### config.mk
export PLATFORM = sky130hd
export DESIGN_NAME = stepdown_loop_sequencer
export DESIGN_NICKNAME = d
export VERILOG_FILES = /design/src/rtl/stepdown_loop_sequencer.sv
export SDC_FILE = /design/constraint.sdc
export NUM_CORES = 1
export LEC_CHECK = 0
export BUFFER_PORTS_ARGS = -buffer_cell sky130_fd_sc_hd__buf_2
export CELL_PAD_IN_SITES_DETAIL_PLACEMENT = 1
export CELL_PAD_IN_SITES_GLOBAL_PLACEMENT = 2
export CORE_UTILIZATION = 38
export CTS_BUF_LIST = sky130_fd_sc_hd__clkbuf_4 sky130_fd_sc_hd__clkbuf_8
export DETAILED_ROUTE_END_ITERATION = 10
export GPL_ROUTABILITY_DRIVEN = 0
export PLACE_DENSITY = 0.8
export SLEW_MARGIN = 20
export SYNTH_ARGS = -nofsm -noshare
export SYNTH_HDL_FRONTEND = slang
export SYNTH_SLANG_ARGS = --single-unit
export TNS_END_PERCENT = 10
### constraint.sdc
create_clock -name CLK -period 3.1 [get_ports CLK]
set_input_delay 0.155 -clock CLK [delete_from_list [all_inputs] [get_ports CLK]]
set_output_delay 0.155 -clock CLK [all_outputs]
set_load 0.01 [all_outputs]
### src/rtl/stepdown_loop_sequencer.sv
// stepdown_loop_sequencer: gate dead-time sequencing, soft-start ramp, OCP hiccup.
// Define STEPDOWN_SEQ_DIODE_EMU_EN to let zcd end the low-side on-time early.
module stepdown_loop_sequencer #(
  parameter int DAC_W       = 6,
  parameter int PERIOD      = 64,
  parameter int DT_CYC      = 2,
  parameter int MAXON       = 56,
  parameter int SS_STEP_CYC = 16,
  parameter int RETRY_CYC   = 1000
) (
  input  logic             CLK,
  input  logic             RSTB,
  input  logic             CELV,
  input  logic             CELG,
  input  logic             SUB,
  input  logic             en,
  input  logic             cmp,
  input  logic             ocp,
  input  logic             zcd,
  output logic             hs_on,
  output logic             ls_on,
  output logic [DAC_W-1:0] vref_code,
  output logic             pgood,
  output logic             fault
);

  localparam int PW = (PERIOD > 1) ? $clog2(PERIOD) : 1;
  localparam int SW = (SS_STEP_CYC > 1) ? $clog2(SS_STEP_CYC) : 1;
  localparam int RW = $clog2(RETRY_CYC + 1);
  localparam int DW = $clog2(DT_CYC + 1);

  typedef enum logic [1:0] {
    S_OFF,
    S_SS,
    S_RUN,
    S_FAULT
  } state_t;

  state_t           r_state, w_state_n;
  logic [PW-1:0]    r_pcnt, w_pcnt_n, w_pnext;
  logic [SW-1:0]    r_sscnt, w_sscnt_n;
  logic [RW-1:0]    r_retry, w_retry_n;
  logic [DW-1:0]    r_dtc, w_dtc_n;
  logic             r_done, w_done_n;
  logic             r_hs, w_hs_n;
  logic             r_ls, w_ls_n;
  logic [DAC_W-1:0] r_vref, w_vref_n;
  logic             r_pgood, w_pgood_n;
  logic             r_fault, w_fault_n;
  logic             w_unused;

`ifdef STEPDOWN_SEQ_DIODE_EMU_EN
  assign w_unused = ^{CELV, CELG, SUB};
`else
  assign w_unused = ^{CELV, CELG, SUB, zcd};
`endif

  assign w_pnext = (r_pcnt == PW'(PERIOD - 1)) ? '0 : r_pcnt + 1'b1;

  always_ff @(posedge CLK or negedge RSTB) begin
    if (!RSTB) begin
      r_state <= S_OFF;
      r_pcnt  <= '0;
      r_sscnt <= '0;
      r_retry <= '0;
      r_dtc   <= '0;
      r_done  <= 1'b0;
      r_hs    <= 1'b0;
      r_ls    <= 1'b0;
      r_vref  <= '0;
      r_pgood <= 1'b0;
      r_fault <= 1'b0;
    end else begin
      r_state <= w_state_n;
      r_pcnt  <= w_pcnt_n;
      r_sscnt <= w_sscnt_n;
      r_retry <= w_retry_n;
      r_dtc   <= w_dtc_n;
      r_done  <= w_done_n;
      r_hs    <= w_hs_n;
      r_ls    <= w_ls_n;
      r_vref  <= w_vref_n;
      r_pgood <= w_pgood_n;
      r_fault <= w_fault_n;
    end
  end

  always_comb begin
    w_state_n = r_state;
    w_pcnt_n  = r_pcnt;
    w_sscnt_n = r_sscnt;
    w_retry_n = r_retry;
    w_dtc_n   = r_dtc;
    w_done_n  = r_done;
    w_hs_n    = r_hs;
    w_ls_n    = r_ls;
    w_vref_n  = r_vref;
    w_pgood_n = r_pgood;
    w_fault_n = r_fault;

    if (!en) begin
      w_state_n = S_OFF;
      w_pcnt_n  = '0;
      w_sscnt_n = '0;
      w_retry_n = '0;
      w_dtc_n   = '0;
      w_done_n  = 1'b0;
      w_hs_n    = 1'b0;
      w_ls_n    = 1'b0;
      w_vref_n  = '0;
      w_pgood_n = 1'b0;
      w_fault_n = 1'b0;
    end else begin
      unique case (r_state)
        S_OFF: begin
          w_state_n = S_SS;
          w_pcnt_n  = '0;
          w_sscnt_n = '0;
          w_dtc_n   = '0;
          w_done_n  = 1'b0;
        end
        S_SS, S_RUN: begin
          if (ocp) begin
            w_state_n = S_FAULT;
            w_pcnt_n  = '0;
            w_sscnt_n = '0;
            w_retry_n = RW'(RETRY_CYC - 1);
            w_dtc_n   = '0;
            w_done_n  = 1'b0;
            w_hs_n    = 1'b0;
            w_ls_n    = 1'b0;
            w_vref_n  = '0;
            w_pgood_n = 1'b0;
            w_fault_n = 1'b1;
          end else begin
            w_pcnt_n = w_pnext;
            // Period wrap: fresh cycle, cmp only counts once the new period has begun
            if (w_pnext == '0) begin
              w_hs_n   = 1'b0;
              w_ls_n   = 1'b0;
              w_done_n = 1'b0;
              w_dtc_n  = '0;
            end else if (!r_done) begin
              if (cmp || (w_pnext == PW'(MAXON))) begin
                w_hs_n   = 1'b0;
                w_done_n = 1'b1;
                w_dtc_n  = DW'(DT_CYC);
              end else begin
                w_hs_n = (w_pnext >= PW'(DT_CYC));
              end
            end else begin
              w_hs_n = 1'b0;
              if (r_dtc == DW'(1)) begin
                w_ls_n  = 1'b1;
                w_dtc_n = '0;
              end else if (r_dtc != '0) begin
                w_dtc_n = r_dtc - 1'b1;
              end
`ifdef STEPDOWN_SEQ_DIODE_EMU_EN
              else if (zcd && r_ls) begin
                w_ls_n = 1'b0;
              end
`endif
            end

            if (r_state == S_SS) begin
              if (r_sscnt == SW'(SS_STEP_CYC - 1)) begin
                w_sscnt_n = '0;
                w_vref_n  = r_vref + 1'b1;
                if (&w_vref_n) begin
                  w_state_n = S_RUN;
                  w_pgood_n = 1'b1;
                end
              end else begin
                w_sscnt_n = r_sscnt + 1'b1;
              end
            end
          end
        end
        S_FAULT: begin
          if (r_retry == '0) begin
            w_state_n = S_SS;
            w_fault_n = 1'b0;
            w_pcnt_n  = '0;
            w_sscnt_n = '0;
          end else begin
            w_retry_n = r_retry - 1'b1;
          end
        end
        default: begin
          w_state_n = S_OFF;
        end
      endcase
    end
  end

  assign hs_on     = r_hs;
  assign ls_on     = r_ls;
  assign vref_code = r_vref;
  assign pgood     = r_pgood;
  assign fault     = r_fault;

endmodule

==> results.cfg <==
[status]
status = finished, final reports clean

[yosys]
synth_nets = 273
seq_area_frac_synth_pct = 39.8
yosysTopAreaCell = dfrtp_1
synth_edf_count = 0
yosysTopAreaCellShare_pct = 39.8
synth_area_leaders = dfrtp_1 40%, ha_1 6.8%, o21ai_0 6.1%
synth-async-reset-ratio_pct = 100
yosys_warnings = 0
syn_inst = 252
synthFlopType = dfrtp_1
synth_cell_types = 47
syn_area_mm2 = 0.00220
yosys_register_bits = 35
synth.avg_cell_area_um2 = 8.74

[critical_path]
critical_path_arrival_ns = 2.76
worstSetupPathType = register to register
path_max_fanout = 6
crit_chain = inv_1 -> ha_1 -> or4b_4 -> or4_4 -> a21oi_1 -> buf_4 -> o21ba_2 -> o221a_2
critPathLaunchType = register
critPathMaxStageDelay_ns = 0.55
crit_required_ns = 3.26
cp_slowest_cell = or4_4
worstSetupEndpointType = register

[drt]
ant_nets = 0
drt_iter0_markers = 35
num_vias = 1868
wl_mm = 5.20
wl_per_cell_um = 15.4
dr.pass1.iters = 4
vias_per_cell = 5.53
drc = 0

[sta]
max_freq_mhz = 385
setup_viol = 0
fin_tns_setup_ns = 0
maxSlewHeadroom_pct = 43.9
fin_skew_ns = 0.00984
tightest_slew_ns = 0.842
hold_viol_final = 0
rsz0062_at_grt = false
timing.final.crit_share_pct = 83.8
period_minus_slack_ns = 2.60
drv_slew = 0

[clock_network]
clock_sinks = 35
cts_made_buffers = 5
cts_tree = done
clk-insertion-delay-late_ns = 0.28
postCtsSetupBuffers = 0
clockRootBuffer = clkbuf_8
cts_buffer_depth = 2
h-tree-depth = 2
cts.clk_slew.worst_paths_ns = 0.07

[place]
portBuffers = 14
place_hpwl_mm = 3.71

[floorplanning]
die_y_um = 78.1
die_area_mm2 = 0.00611
start_util_pct = 39.8
fp.dieW_um = 78.1
rows = 27
core_area_mm2 = 0.00554
pin_count = 19

[pwr]
power.density_mw_per_mm2 = 619
switchingPower_uw = 580
power_leakage_nw = 1.09
power.share.switching_pct = 38.6
p_int_uw = 922
clkPwrFrac_pct = 22.0
pwr-share-seq_pct = 41.2
ir_drop_mv = 0.220
total_power_mw = 1.50
combinationalPowerShare_pct = 36.8

[layout]
final_nets = 287
synthToLayoutAreaGrowth_pct = 10.1
drive_gt1_share_pct = 13.9
diodes = 0

[grt]
track_usage_pct = 19.1
grt_overflow_total = 0
antenna_found_initial = 0
first_global_vias = 1965
grt_first_pass_wirelength_mm = 9.28
grt_max_degree = 36

[worst_hold_path]
min_path_type = input port to register

[flow_run]
cap_violations = 0
[critical path: cells and delay by family, from the launching register on]
| kind | cells | cell delay, ns |
|---|---|---|
| AND/OR/NAND/NOR | 2 | 1.03 |
| buffers and inverters | 2 | 0.25 |
| adder cells (fa/ha/maj) | 1 | 0.18 |
| AO/OA/AOI/OAI | 3 | 0.62 |
| flip-flops | 1 | 0.41 |
[cells in the final DEF, fill, tap and decap left out, types with 6 or more instances in the layout]
cell type	count
nand2_1	33
buf_2	14
o21ai_0	27
nand3_1	17
nand2b_1	9
nor2_1	19
dfrtp_1	35
clkbuf_8	6
inv_1	13
a21oi_1	12
ha_1	12
[final cells by class]
cell class / instances / area [um2]
multi-input combinational: 193 / 1220
fill: 674 / 3120
clock buffer: 6 / 82.6
inverter: 13 / 48.8
clock inverter: 1 / 5.00
sequential: 35 / 876
timing repair buffer: 18 / 103
tap: 72 / 90.1
[Yosys cell counts, types with 2 or more instances]
cell	number
nor3_1	3
a21oi_1	12
o31ai_1	5
mux2i_1	2
and2_1	2
buf_2	2
a21o_1	3
o21a_1	2
o221a_2	5
a21boi_0	2
inv_1	13
nand3b_1	2
nor2_1	19
or3_1	2
nand3_1	17
buf_6	2
nand2b_1	9
xor2_1	5
o21ai_0	27
and3_1	4
clkbuf_1	7
dfrtp_1	35
nor2b_1	4
nor4_1	2
nand2_1	33
ha_1	12
[per-stage QoR]
stage	instance area [um2]	hold slack, ns	setup WS [ns]	instances	util, %
6_report	2420	0.227	0.503	338	43.8
5_1_grt	2420	0.278	0.393	338	43.8
4_1_cts	2420	0.209	0.490	338	43.8
3_5_place_dp	2330	0.308	0.516	330	42.0
3_3_place_gp	2330	0.314	0.551	330	42.0
2_1_floorplan	2200	-0.141	0.642	252	-
[power by group through the flow]
stage / logic [mW] / registers [mW] / clock network, mW
after floorplan: 0.412 / 0.606 / 0
after CTS: 0.560 / 0.619 / 0.345
final: 0.552 / 0.619 / 0.330
after global placement: 0.544 / 0.624 / 0
after global routing: 0.630 / 0.634 / 0.364
after detailed placement: 0.557 / 0.626 / 0
[kinds of logic after synthesis]
logic type,Yosys count,synth area share [%]
DFF,35,39.8
and+or+nand+nor,104,24.0
adders and majority gates,12,6.81
AOI/OAI and AO/OA,69,21.2
buffers and inverters,24,4.88
xor gates and xnor gates,5,1.99
muxes,3,1.42
[worst paths after layout]
kind                                              from                     end  slack, ns  cells past startpoint
worst max-delay path            r_retry[0]$_DFFE_PN0P_  r_retry[6]$_DFFE_PN0P_       0.50                      8
worst min-delay path                               cmp      r_done$_DFFE_PN0P_       0.23                      3
worst max register to register  r_retry[0]$_DFFE_PN0P_  r_retry[6]$_DFFE_PN0P_       0.50                      8
worst min register to register       hs_on$_DFFE_PN0N_       hs_on$_DFFE_PN0N_       0.50                      1
max in group asynchronous                         RSTB  r_retry[1]$_DFFE_PN0P_       2.04                      2
min in group asynchronous                         RSTB       ls_on$_DFFE_PN0P_       0.51                      2
[what timing repair did]
| action | 4_1_cts | 5_1_grt |
|---|---|---|
| hold buffers | 1 | 0 |
| hold endpoints to repair | 10 | 0 |
| gates resized for setup | 0 | 0 |
[flip-flops by register name, indices dropped and copies added (netlist names)]
signal and flops:
r_sscnt 4, r_state 2, hs_on 1, r_done 1, r_dtc 2, r_retry 10, r_pcnt 6, fault 1
ls_on 1, vref_code 6, pgood 1
[per-layer routing]
layer	global-route usage (%)	wire length [um]	share of wire, %
met3	3.84	107	2.1
met1	24.8	2500	48
met2	32.4	2560	49
met5	0	0	0
met4	5.00	27	0.52
Note: power is estimated with default switching activity, not from simulation.
